## src/rtl/mic_frame_mixer.sv

```systemverilog
`default_nettype none
// ============================================================================
// Module   : mic_frame_mixer
// Purpose  : Sums one sample per mic channel per frame, shifts, saturates and
//            queues the mixed result behind a valid/ready output FIFO.
// Revision : 1.0 - initial release
// ============================================================================
module mic_frame_mixer #(
    parameter int NUM_CH     = 4,
    parameter int OUT_W      = 24,
    parameter int SHIFT      = 2,
    parameter int FIFO_DEPTH = 4
) (
    input  logic                      CLK,
    input  logic                      RESET_N,
    input  logic                      in_valid,
    input  logic [31:0]               in_sample,
    input  logic [$clog2(NUM_CH)-1:0] in_ch,
    input  logic                      clear,
    output logic [OUT_W-1:0]          out_sample,
    output logic                      out_valid,
    input  logic                      out_ready,
    output logic                      dup_err,
    output logic                      ovf_err,
    output logic                      sat_seen
);

    localparam int CH_W   = $clog2(NUM_CH);
    localparam int ACC_W  = 32 + CH_W + 1;
    localparam int ADDR_W = $clog2(FIFO_DEPTH);
    localparam int PTR_W  = ADDR_W + 1;

    localparam logic [CH_W:0] NUM_CH_L = NUM_CH[CH_W:0];
    localparam logic signed [ACC_W-1:0] OUT_MAX =
        {{(ACC_W-OUT_W+1){1'b0}}, {(OUT_W-1){1'b1}}};
    localparam logic signed [ACC_W-1:0] OUT_MIN =
        {{(ACC_W-OUT_W+1){1'b1}}, {(OUT_W-1){1'b0}}};

    // Accumulate stage state
    logic signed [ACC_W-1:0] acc_q, acc_d;
    logic [NUM_CH-1:0]       ch_mask_q, ch_mask_d;
    logic signed [ACC_W-1:0] hold_q, hold_d;
    logic                    hold_valid_q, hold_valid_d;

    // FIFO and status state
    logic [OUT_W-1:0]        mem_q [FIFO_DEPTH];
    logic [OUT_W-1:0]        mem_d [FIFO_DEPTH];
    logic [PTR_W-1:0]        wr_ptr_q, wr_ptr_d;
    logic [PTR_W-1:0]        rd_ptr_q, rd_ptr_d;
    logic                    dup_err_q, dup_err_d;
    logic                    ovf_err_q, ovf_err_d;
    logic                    sat_seen_q, sat_seen_d;

    logic signed [ACC_W-1:0] in_ext;
    logic signed [ACC_W-1:0] sum;
    logic [NUM_CH-1:0]       ch_onehot;
    logic [NUM_CH-1:0]       new_mask;
    logic                    ch_ok;

    assign in_ext    = {{(ACC_W-32){in_sample[31]}}, in_sample};
    assign sum       = acc_q + in_ext;
    assign ch_onehot = NUM_CH'(1) << in_ch;
    assign new_mask  = ch_mask_q | ch_onehot;
    assign ch_ok     = ({1'b0, in_ch} < NUM_CH_L);

    always_comb begin
        acc_d        = acc_q;
        ch_mask_d    = ch_mask_q;
        hold_d       = hold_q;
        hold_valid_d = 1'b0;
        dup_err_d    = dup_err_q;
        if (in_valid) begin
            if (!ch_ok || ((ch_mask_q & ch_onehot) != '0)) begin
                dup_err_d = 1'b1;
            end else if (new_mask == {NUM_CH{1'b1}}) begin
                // Frame complete: hand off and restart so the next frame's
                // first sample can land on the very next cycle.
                hold_d       = sum;
                hold_valid_d = 1'b1;
                acc_d        = '0;
                ch_mask_d    = '0;
            end else begin
                acc_d     = sum;
                ch_mask_d = new_mask;
            end
        end
        if (clear) begin
            acc_d        = '0;
            ch_mask_d    = '0;
            hold_valid_d = 1'b0;
            dup_err_d    = 1'b0;
        end
    end

    // Reduce stage: arithmetic shift then clip into OUT_W signed range
    logic signed [ACC_W-1:0] shifted;
    logic [OUT_W-1:0]        red_val;
    logic                    red_clip;

    assign shifted = hold_q >>> SHIFT;

    always_comb begin
        red_val  = shifted[OUT_W-1:0];
        red_clip = 1'b0;
        if (shifted > OUT_MAX) begin
            red_val  = OUT_MAX[OUT_W-1:0];
            red_clip = 1'b1;
        end else if (shifted < OUT_MIN) begin
            red_val  = OUT_MIN[OUT_W-1:0];
            red_clip = 1'b1;
        end
    end

    logic fifo_empty;
    logic fifo_full;
    logic pop;
    logic push_ok;

    assign fifo_empty = (wr_ptr_q == rd_ptr_q);
    assign fifo_full  = (wr_ptr_q[ADDR_W] != rd_ptr_q[ADDR_W]) &&
                        (wr_ptr_q[ADDR_W-1:0] == rd_ptr_q[ADDR_W-1:0]);
    assign pop        = !fifo_empty && out_ready;
    assign push_ok    = hold_valid_q && (!fifo_full || pop);

    always_comb begin
        mem_d      = mem_q;
        wr_ptr_d   = wr_ptr_q + PTR_W'(push_ok);
        rd_ptr_d   = rd_ptr_q + PTR_W'(pop);
        ovf_err_d  = ovf_err_q | (hold_valid_q && !push_ok);
        sat_seen_d = sat_seen_q | (hold_valid_q && red_clip);
        if (push_ok) begin
            mem_d[wr_ptr_q[ADDR_W-1:0]] = red_val;
        end
        if (clear) begin
            wr_ptr_d   = '0;
            rd_ptr_d   = '0;
            ovf_err_d  = 1'b0;
            sat_seen_d = 1'b0;
        end
    end

    always_ff @(posedge CLK or negedge RESET_N) begin
        if (!RESET_N) begin
            acc_q        <= '0;
            ch_mask_q    <= '0;
            hold_q       <= '0;
            hold_valid_q <= 1'b0;
            mem_q        <= '{default: '0};
            wr_ptr_q     <= '0;
            rd_ptr_q     <= '0;
            dup_err_q    <= 1'b0;
            ovf_err_q    <= 1'b0;
            sat_seen_q   <= 1'b0;
        end else begin
            acc_q        <= acc_d;
            ch_mask_q    <= ch_mask_d;
            hold_q       <= hold_d;
            hold_valid_q <= hold_valid_d;
            mem_q        <= mem_d;
            wr_ptr_q     <= wr_ptr_d;
            rd_ptr_q     <= rd_ptr_d;
            dup_err_q    <= dup_err_d;
            ovf_err_q    <= ovf_err_d;
            sat_seen_q   <= sat_seen_d;
        end
    end

    // Head is forced to zero when empty so stale entries never leak out
    assign out_valid  = !fifo_empty;
    assign out_sample = fifo_empty ? '0 : mem_q[rd_ptr_q[ADDR_W-1:0]];
    assign dup_err    = dup_err_q;
    assign ovf_err    = ovf_err_q;
    assign sat_seen   = sat_seen_q;

endmodule
`default_nettype wire

```

## config.mk

```make
export PLATFORM = sky130hd
export DESIGN_NAME = mic_frame_mixer
export DESIGN_NICKNAME = d
export VERILOG_FILES = /design/src/rtl/mic_frame_mixer.sv
export SDC_FILE = /design/constraint.sdc
export NUM_CORES = 1
export LEC_CHECK = 0
export ABC_AREA = 1
export CAP_MARGIN = 20
export CORE_ASPECT_RATIO = 1.75
export CORE_MARGIN = 2
export CORE_UTILIZATION = 35
export DETAILED_ROUTE_END_ITERATION = 7
export REMOVE_ABC_BUFFERS = 1
export SLEW_MARGIN = 20
export SYNTH_ARGS = -nofsm -noshare
export SYNTH_HDL_FRONTEND = slang
export SYNTH_SLANG_ARGS = --single-unit
```

## constraint.sdc

```tcl
create_clock -name CLK -period 2.6 [get_ports CLK]
set_input_delay 0.52 -clock CLK [delete_from_list [all_inputs] [get_ports CLK]]
set_output_delay 0.52 -clock CLK [all_outputs]
set_load 0.05 [all_outputs]
```

== Word-level counts from Yosys, hierarchy flattened ==
Index checks and enable logic that the tools add are counted.

* Register bits: 180
* Input bits: 39
* Output and inout port bits: 28
* Word-level logic and storage cells: 80

* $add $sub $neg: 3
* Order comparisons: 5
* Equal/unequal tests: 5
* Shift-type cells: 1
* Multiplexer cells: 30
* Bitwise logic cells: 7
* Reductions and logical operators: 16

{| class="wikitable"
|+ Operator list
! kind !! count
|-
| two-way mux 24 bit || 6
|-
| two-way mux 35 bit || 4
|-
| bitwise mux 96 bit || 1
|-
| binary-select mux 24 bit (select 2 bit) || 1
|-
| demux 24 bit (select 2 bit) || 1
|-
| adder 35 x 32 -> 35 bit || 1
|-
| greater-than comparator 33 x 24 -> 1 bit, second input constant || 1
|-
| less-than comparator 33 x 24 -> 1 bit, second input constant || 1
|-
| two-way mux 4 bit || 4
|-
| two-way mux 1 bit || 11
|-
| adder 3 x 1 -> 3 bit || 2
|-
| >= comparator 3 bit, second input constant || 2
|-
| logical AND 1 bit || 6
|-
| two-way mux 3 bit || 2
|-
| inverter 2 -> 3 bit || 2
|-
| AND 4 bit || 1
|-
| == test 4 bit, second input constant || 1
|-
| bitwise OR 4 bit || 1
|-
| AND reduction 2 bit || 2
|-
| nonzero test 2 bit || 2
|-
| nonzero test 4 bit || 1
|-
| left shift 1 x 2 -> 4 bit, first input constant || 1
|-
| == test 3 bit || 1
|-
| zero test 1 bit || 3
|-
| other kinds (8) || 9
|}

== Logic depth before layout (Yosys ltp) ==
Gate-level depths: netlist of the first run.

* Depth in word-level cells: 9
* Mapped depth: 14
* Depth with buffers taken out: 14

== Worst setup path after synthesis of the first run ==
Ideal clock, no wire load.

* Path kind: register to output
* Start: register wr_ptr_q[0]
* End: output port out_sample[16]
* Arrival: 2001 ps
* Required time: 2080 ps
* Slack: 79 ps
* Stages on the path, launching flop included: 8
* Path buffers: 1
* Cell sequence: dfrtp_1 inv_2 nand2_1 a21oi_1 nand2_1 clkbuf_1 nand2_1 inv_1

* Longest elaborated chain between the ends: 2

{| class="wikitable"
|+ RTL lines
! what !! line !! text
|-
| from (decl) || 48 || <nowiki>logic [PTR_W-1:0] wr_ptr_q, wr_ptr_d;</nowiki>
|-
| from (signal assigned) || 160 || <nowiki>wr_ptr_q <= wr_ptr_d;</nowiki>
|-
| == test 3 bit || 119 || <nowiki>assign fifo_empty = (wr_ptr_q == rd_ptr_q);</nowiki>
|-
| two-way mux 24 bit || 170 || <nowiki>assign out_sample = fifo_empty ? '0 : mem_q[rd_ptr_q[ADDR_W-1:0]];</nowiki>
|-
| to (decl) || 20 || <nowiki>output logic [OUT_W-1:0] out_sample,</nowiki>
|}

Every way passes these cells.

== Worst setup path in the final report of the first run ==
* Start: register rd_ptr_q[0]
* End: output port out_sample[6]

* Longest elaborated chain between the ends: 5
* Elaborated cells between the ends (all ways): 6
* Those cells by class: eq/ne: 1; mux: 4; bitwise: 1

{| class="wikitable"
|+ RTL lines
! what !! line !! text
|-
| from (decl) || 49 || <nowiki>logic [PTR_W-1:0] rd_ptr_q, rd_ptr_d;</nowiki>
|-
| from (signal assigned) || 161 || <nowiki>rd_ptr_q <= rd_ptr_d;</nowiki>
|-
| inverter 2 -> 3 bit (implied by the code) || 170 ||
|-
| binary-select mux 24 bit (select 2 bit) || 170 ||
|-
| two-way mux 24 bit (implied by the code) (2 in a row) || 170 ||
|-
| two-way mux 24 bit * || 170 ||
|}

Every way passes the cells marked *; elsewhere a longest branch is shown, timed or not. The select of a mux whose other input is x is not followed.

==> results of run 1 <==
==> logic make-up (layout without fill, tap and decap cells) <==
logic type | after synthesis | in the layout | share of synthesized area
AOI/OAI and AO/OA | 137 | 137 | 0.0797
xor gates and xnor gates | 14 | 14 | 0.0118
adders and majority gates | 39 | 39 | 0.0479
buffers and inverters | 184 | 321 | 0.0716
DFF | 178 | 178 | 0.430
and+or+nand+nor | 927 | 927 | 0.359
==> power by group <==
group / switching [W] / internal (W)
registers: 0.000128 / 0.00297
clock network: 0.00114 / 0.00154
logic: 0.00143 / 0.000820
total: 0.00270 / 0.00532
==> layout by cell type (no fill, tap or decap), drive strengths merged <==
cell and count:
a21oi 47, clkinv 7, o41ai 1, o21bai 7
buf 116, or3 1, xnor2 8, or2 5
nor4 1, dfrtp 178, nand3 69, o21a 1
nand3b 11, a22o 5, nand4 8, nor2 135
nand2 687, inv 133, bufinv 3, clkdlybuf4s50 40
fa 1, clkinvlp 2, ha 38, xor2 6
nor3 10, a31oi 2, o32ai 23, clkbuf 20
o21ai 51
==> layout make-up <==
type	count	area, sq um
tap	382	478
clock inverter	13	160
fill	2893	16200
clock buffer	19	443
multi-input combinational	1117	5190
timing repair buffer	157	1730
sequential	178	4460
inverter	132	498
==> critical path, delay by kind of cell, from the launching register on <==
family / cells / cell delay, ns
buffers and inverters: 4 / 0.58
AND/OR/NAND/NOR: 2 / 0.14
AO/OA/AOI/OAI: 1 / 0.34
flip-flops: 1 / 0.47
==> per-layer routing <==
| metal | GRT usage | part of all wire |
|---|---|---|
| met1 | 0.227 | 0.39 |
| met2 | 0.385 | 0.54 |
| met3 | 0.0302 | 0.035 |
| met4 | 0.107 | 0.044 |
| met5 | 0 | 0 |
==> registers in the layout, summed over array words and instances, names as in the netlist <==
| name | cells |
|---|---|
| acc_q | 35 |
| mem_q | 96 |
| wr_ptr_q | 3 |
| hold_valid_q | 1 |
| rd_ptr_q | 3 |
| dup_err | 1 |
| ch_mask_q | 4 |
| sat_seen | 1 |
| hold_q | 33 |
| ovf_err | 1 |
==> through the flow <==
stage	instance area [sq um]	setup TNS, ns
3_5_place_dp	12300	-3.35
6_report	13000	0
2_1_floorplan	10100	-66.90
3_3_place_gp	12300	-2.23
5_1_grt	13000	-0.00514
4_1_cts	12900	0
==> timing repair <==
action | CTS | global route
setup buffers | 0 | 1
pin swaps | 0 | 1
cloned | 0 | 1
endpoints found under the setup margin | 24 | 24
gates resized for setup | 3 | 4
==> worst min-delay path by stage <==
stage | from | to | slack, ns | cells past startpoint
after CTS | RESET_N | hold_q[19] | 0.06 | 1
after global routing | RESET_N | hold_q[19] | 0.08 | 1
after floorplan | RESET_N | acc_q[0] | 0.22 | 0
after detailed placement | mem_q[95] | mem_q[95] | 0.45 | 2
after global placement | mem_q[95] | mem_q[95] | 0.45 | 2
final | RESET_N | hold_q[19] | 0.03 | 1
==> out/qor.yml, run 1 <==
final_nets: 1681
finalCriticalPeriod_ns: 2.52
dieArea_sq_um: 31000
ys_seq_area_frac: 0.430
cts_hold_buf: 0
critPathSlowestCell: "dfrtp_1"
layout-drive-gt1-share: 0.106
dp_hpwl_um: 22300
grt_pass1_wl_um: 50800
r2r-end: "hold_q[18]"
finalWirelength_um: 31000
cp-endpoint: "out_sample[6]"
clk_path_buf_depth: 2
port_buffers: 66
startpoint: "rd_ptr_q[0]"
final_util: 0.444
synth-edff-count: 0
antenna_left: 0
synth_cell_types: 32
antenna_found_initial: 0
drv_slew: 0
avgSynthCellArea_sq_um: 7.00
rows: 83
yosysWarningCount: 0
post_drt_wl_per_cell_um: 15.5
grt_util_all_layers: 0.208
tightest_slew_ns: 0.648
final-setup-viol-count: 0
crit_chain: "inv_4, buf_12, nor2_1, o32ai_1, nand2_1, inv_1, buf_12"
postSynthCellCount: 1479
cap_violations: 0
power_w: 0.00802
yosys-top-cells-area: "dfrtp_1 (43%), nand2_1 (25%), nor2_1 (4.9%), ha_1 (4.6%), inv_1 (4.6%)"
clock.fmax_mhz: 396
startpoint_type: "register"
grt.overflow.total: 0
area_delta_synth_final_pct: 25.2
crit_fanout: 24
htree_num_levels: 4
max_slew_margin: 0.568
n_antenna_cell: 0
place_inst: 1964
clock_sinks: 178
drt-initial-drc-count: 691
vdd_ir_drop_max_uv: 311
viasPerCell: 4.91
fin_worst_skew_ns: 0.0104
power_density_nw_per_um2: 619
r2r_start: "acc_q[5]"
setup_slack_ns: 0.0779
ys_async_sr_fraction: 1.00
start_util: 0.355
criticalPathCategory: "register to output pin"
synth-seq-cells: 178
clk_pin_slew_ns: 0.07
outcome: "finished, final reports clean"
hold_ws_ns: 0.0306
required_ns: 2.08
p_leak_nw: 7.19
layout.cells.non_filler: 1998
netlist.area_leader.share: 0.430
end_kind: "output pin"
ys_top_cells_by_count: "nand2_1 (685), dfrtp_1 (178), nor2_1 (135), inv_1 (126), nand3_1 (69)"
cts-buffers-inserted: 17
synth_most_common_cell: "nand2_1"
final_hold_viol_count: 0
critical_path_arrival_ns: 2.00
grt_max_degree: 63
worstRegToRegCells: 13
die_w_um: 134
syn_area_sq_um: 10300
grt_pass1_vias: 10100
dieHeight_um: 231
hp-class: "input pin to async pin"
core_sq_um: 29200
via_count: 9804
period_share: 0.970
tritoncts: "yes"
drt_pass1_iterations: 5
gp_congestion: 0.947
synth_top_cell_by_area: "dfrtp_1"
rrSetupSlack_ns: 0.40
synth-main-ff-cell: "dfrtp_1"
cpPeakStageDelay_ns: 0.47
ios: 67
cts_root_buf: "clkbuf_16"
drc: 0
clkLatencyLatePin_ns: 0.45
crit_top_cell: "buf_12"
place_ws_ns: -0.197
(Power assumes the default switching activity.)
==> run 2: changes to the inputs <==
--- a/config.mk
+++ b/config.mk
@@ -11,6 +11,7 @@
 export CORE_MARGIN = 2
 export CORE_UTILIZATION = 35
 export DETAILED_ROUTE_END_ITERATION = 7
+export HOLD_SLACK_MARGIN = 0.03
 export REMOVE_ABC_BUFFERS = 1
 export SLEW_MARGIN = 20
 export SYNTH_ARGS = -nofsm -noshare
==> results of run 2 <==
Final layout, timing and power as in run 1 (identical DEF).
==> run 3: changes to the inputs <==
--- a/config.mk
+++ b/config.mk
@@ -10,6 +10,8 @@
 export CORE_ASPECT_RATIO = 1.75
 export CORE_MARGIN = 2
 export CORE_UTILIZATION = 35
+export CTS_BUF_LIST = sky130_fd_sc_hd__clkbuf_4 sky130_fd_sc_hd__clkbuf_8
+export CTS_CLUSTER_SIZE = 20
 export DETAILED_ROUTE_END_ITERATION = 7
 export HOLD_SLACK_MARGIN = 0.03
 export REMOVE_ABC_BUFFERS = 1
==> constraint.sdc (replaced) <==
create_clock -name CLK -period 2.6 [get_ports CLK]
set_input_delay 0.26 -clock CLK [delete_from_list [all_inputs] [get_ports CLK]]
set_output_delay 0.26 -clock CLK [all_outputs]
set_load 0.05 [all_outputs]
==> run 3 against run 2 <==
Non-clock buffer count is 53 lower. Total power down 13%. Die area is the same. Worst hold slack better by 0.30 ns. Clock skew grew 0.0024 ns. Sequential power hardly changed. Maximum frequency increased by 4.9%. Critical path depth up 1. Design area down 5.4%. Critical path type unchanged. Largest power group unchanged.
==> out/qor.yml, run 3 (synthesized netlist as in run 1, its figures left out) <==
antenna_found_initial: 1
grt_util_all_layers: 0.202
htree_num_levels: 4
drt_pass1_iterations: 5
critical_path_arrival_ns: 2.14
grt_pass1_vias: 9701
worstRegToRegCells: 12
dieArea_sq_um: 31000
viasPerCell: 4.94
die_w_um: 134
antenna_left: 0
rows: 83
area_delta_synth_final_pct: 18.4
drv_slew: 0
cts-buffers-inserted: 17
dieHeight_um: 231
clock.fmax_mhz: 416
tritoncts: "yes"
finalWirelength_um: 30200
crit_top_cell: "nand2_1"
startpoint: "wr_ptr_q[0]"
final_common_cell: "nand2_1"
final_nets: 1628
port_buffers: 66
clock_sinks: 178
via_count: 9608
cp_num_cells: 8
core_sq_um: 29200
setup_slack_ns: 0.196
critical_path_buf_inv_count: 4
end_kind: "output pin"
dp_hpwl_um: 21400
swShare: 0.371
drc: 0
r2r-end: "hold_q[27]"
p_int_w: 0.00439
required_ns: 2.34
critPathSlowestCell: "dfrtp_1"
final_hold_viol_count: 0
place_ws_ns: 0.0476
largest_reg_flops: 96
crit_fanout: 25
cap_violations: 0
p_leak_nw: 6.78
cpPeakStageDelay_ns: 0.49
tightest_slew_ns: 0.696
ios: 67
n_fill_cell: 3054
p_seq_frac: 0.443
hp-class: "input pin to async pin"
clkLatencyLatePin_ns: 0.49
startpoint_type: "register"
post_drt_wl_per_cell_um: 15.5
reg_top3: "mem_q x96, acc_q x35, hold_q x33"
power.combinational.fraction: 0.299
cts_setup_buffers: 0
cts_root_buf: "clkbuf_8"
place_inst: 1912
drt-initial-drc-count: 633
period_share: 0.925
grt_pass1_wl_um: 49200
pwr-share-clk: 0.257
regMostFlops: "mem_q"
post-route-cell-area_sq_um: 12300
gp_congestion: 0.911
layout-drive-gt1-share: 0.0736
mostFrequentLayoutCells: "nand2_1 (685), dfrtp_1 (178), nor2_1 (134), inv_1 (126), nand3_1 (69)"
p_sw_w: 0.00259
power_density_nw_per_um2: 569
clk_path_buf_depth: 2
grt_max_degree: 64
placed_area_sq_um: 11900
clk_pin_slew_ns: 0.09
max_slew_margin: 0.536
outcome: "finished, final reports clean"
r2r_start: "acc_q[19]"
cp_top_family: "buffers and inverters"
fin_worst_skew_ns: 0.0128
rrSetupSlack_ns: 0.34
vdd_ir_drop_max_uv: 315
start_util: 0.355
crit_chain: "inv_2, nand2_1, a21oi_2, nand2_1, buf_4, nand2_1, inv_1, buf_12"
grt.overflow.total: 0
finalCriticalPeriod_ns: 2.40
layout.cells.non_filler: 1946
final-setup-viol-count: 0
criticalPathCategory: "register to output pin"
rsz0062_at_grt: "no"
[run 3: cell count changes in the layout (fill, tap and decap cells not counted), moves of 2 or more]
cell        delta
clkbuf_8      +18
o32ai_2        -3
o32ai_1        +3
clkinvlp_4     +2
buf_4         -51
clkbuf_4       +2
clkbuf_16     -18
bufinv_16      -3
[run 3: per-stage QoR]
stage          hold WS, ns  power, W  setup TNS (ns)   util
2_1_floorplan      -0.0356   0.00447          -54.29      -
3_3_place_gp         0.317   0.00521               0  0.407
3_5_place_dp         0.324   0.00522               0  0.407
4_1_cts              0.340   0.00703               0  0.420
5_1_grt              0.388   0.00742               0  0.420
6_report             0.331   0.00697               0  0.420
[run 3: power groups by stage]
stage / clock, W / sequential (W) / combinational, W
after detailed placement: 0 / 0.00314 / 0.00208
after global placement: 0 / 0.00314 / 0.00207
after CTS: 0.00185 / 0.00309 / 0.00209
after floorplan: 0 / 0.00311 / 0.00136
after global routing: 0.00196 / 0.00312 / 0.00234
final: 0.00179 / 0.00309 / 0.00209
[run 3: worst max path at each step]
stage	endpoint	slack (ns)
2_1_floorplan	rd_ptr_q[2]	-0.61
3_3_place_gp	hold_q[18]	0.06
3_5_place_dp	acc_q[18]	0.05
4_1_cts	out_sample[13]	0.06
5_1_grt	out_sample[13]	0.03
6_report	out_sample[21]	0.20
[run 3: timing repair]
item,in CTS,in global routing
setup endpoints to repair,0,24
hold endpoints to repair,60,0
hold buffers,1,0
gates resized for setup,0,1
[run 3: layer usage]
layer,part of all wire,track usage
met2,0.54,0.385
met3,0.029,0.0311
met5,0,0
met1,0.40,0.219
met4,0.033,0.0851
[run 3: layout make-up]
type                    instances  area (sq um)  share of cell area
diodes                          1          2.50            0.000204
clock inverters                11          80.1             0.00653
flip-flops and latches        178          4450               0.363
inverters                     132           495              0.0404
clock buffers                  21           277              0.0226
multi-input cells            1117          5170               0.422
well taps                     382           478              0.0390
repair buffers                104          1300               0.106
[run 3: worst register-to-register path, stage by stage, from the launching register on]
cell	delay [ns]
dfrtp_1	0.39
ha_1	0.29
nand2_1	0.10
nor2_1	0.14
inv_1	0.08
nor3_1	0.42
buf_4	0.21
nand3_1	0.07
buf_4	0.16
nand2_1	0.07
nand2_1	0.06
nand3_1	0.10
nand2_1	0.06
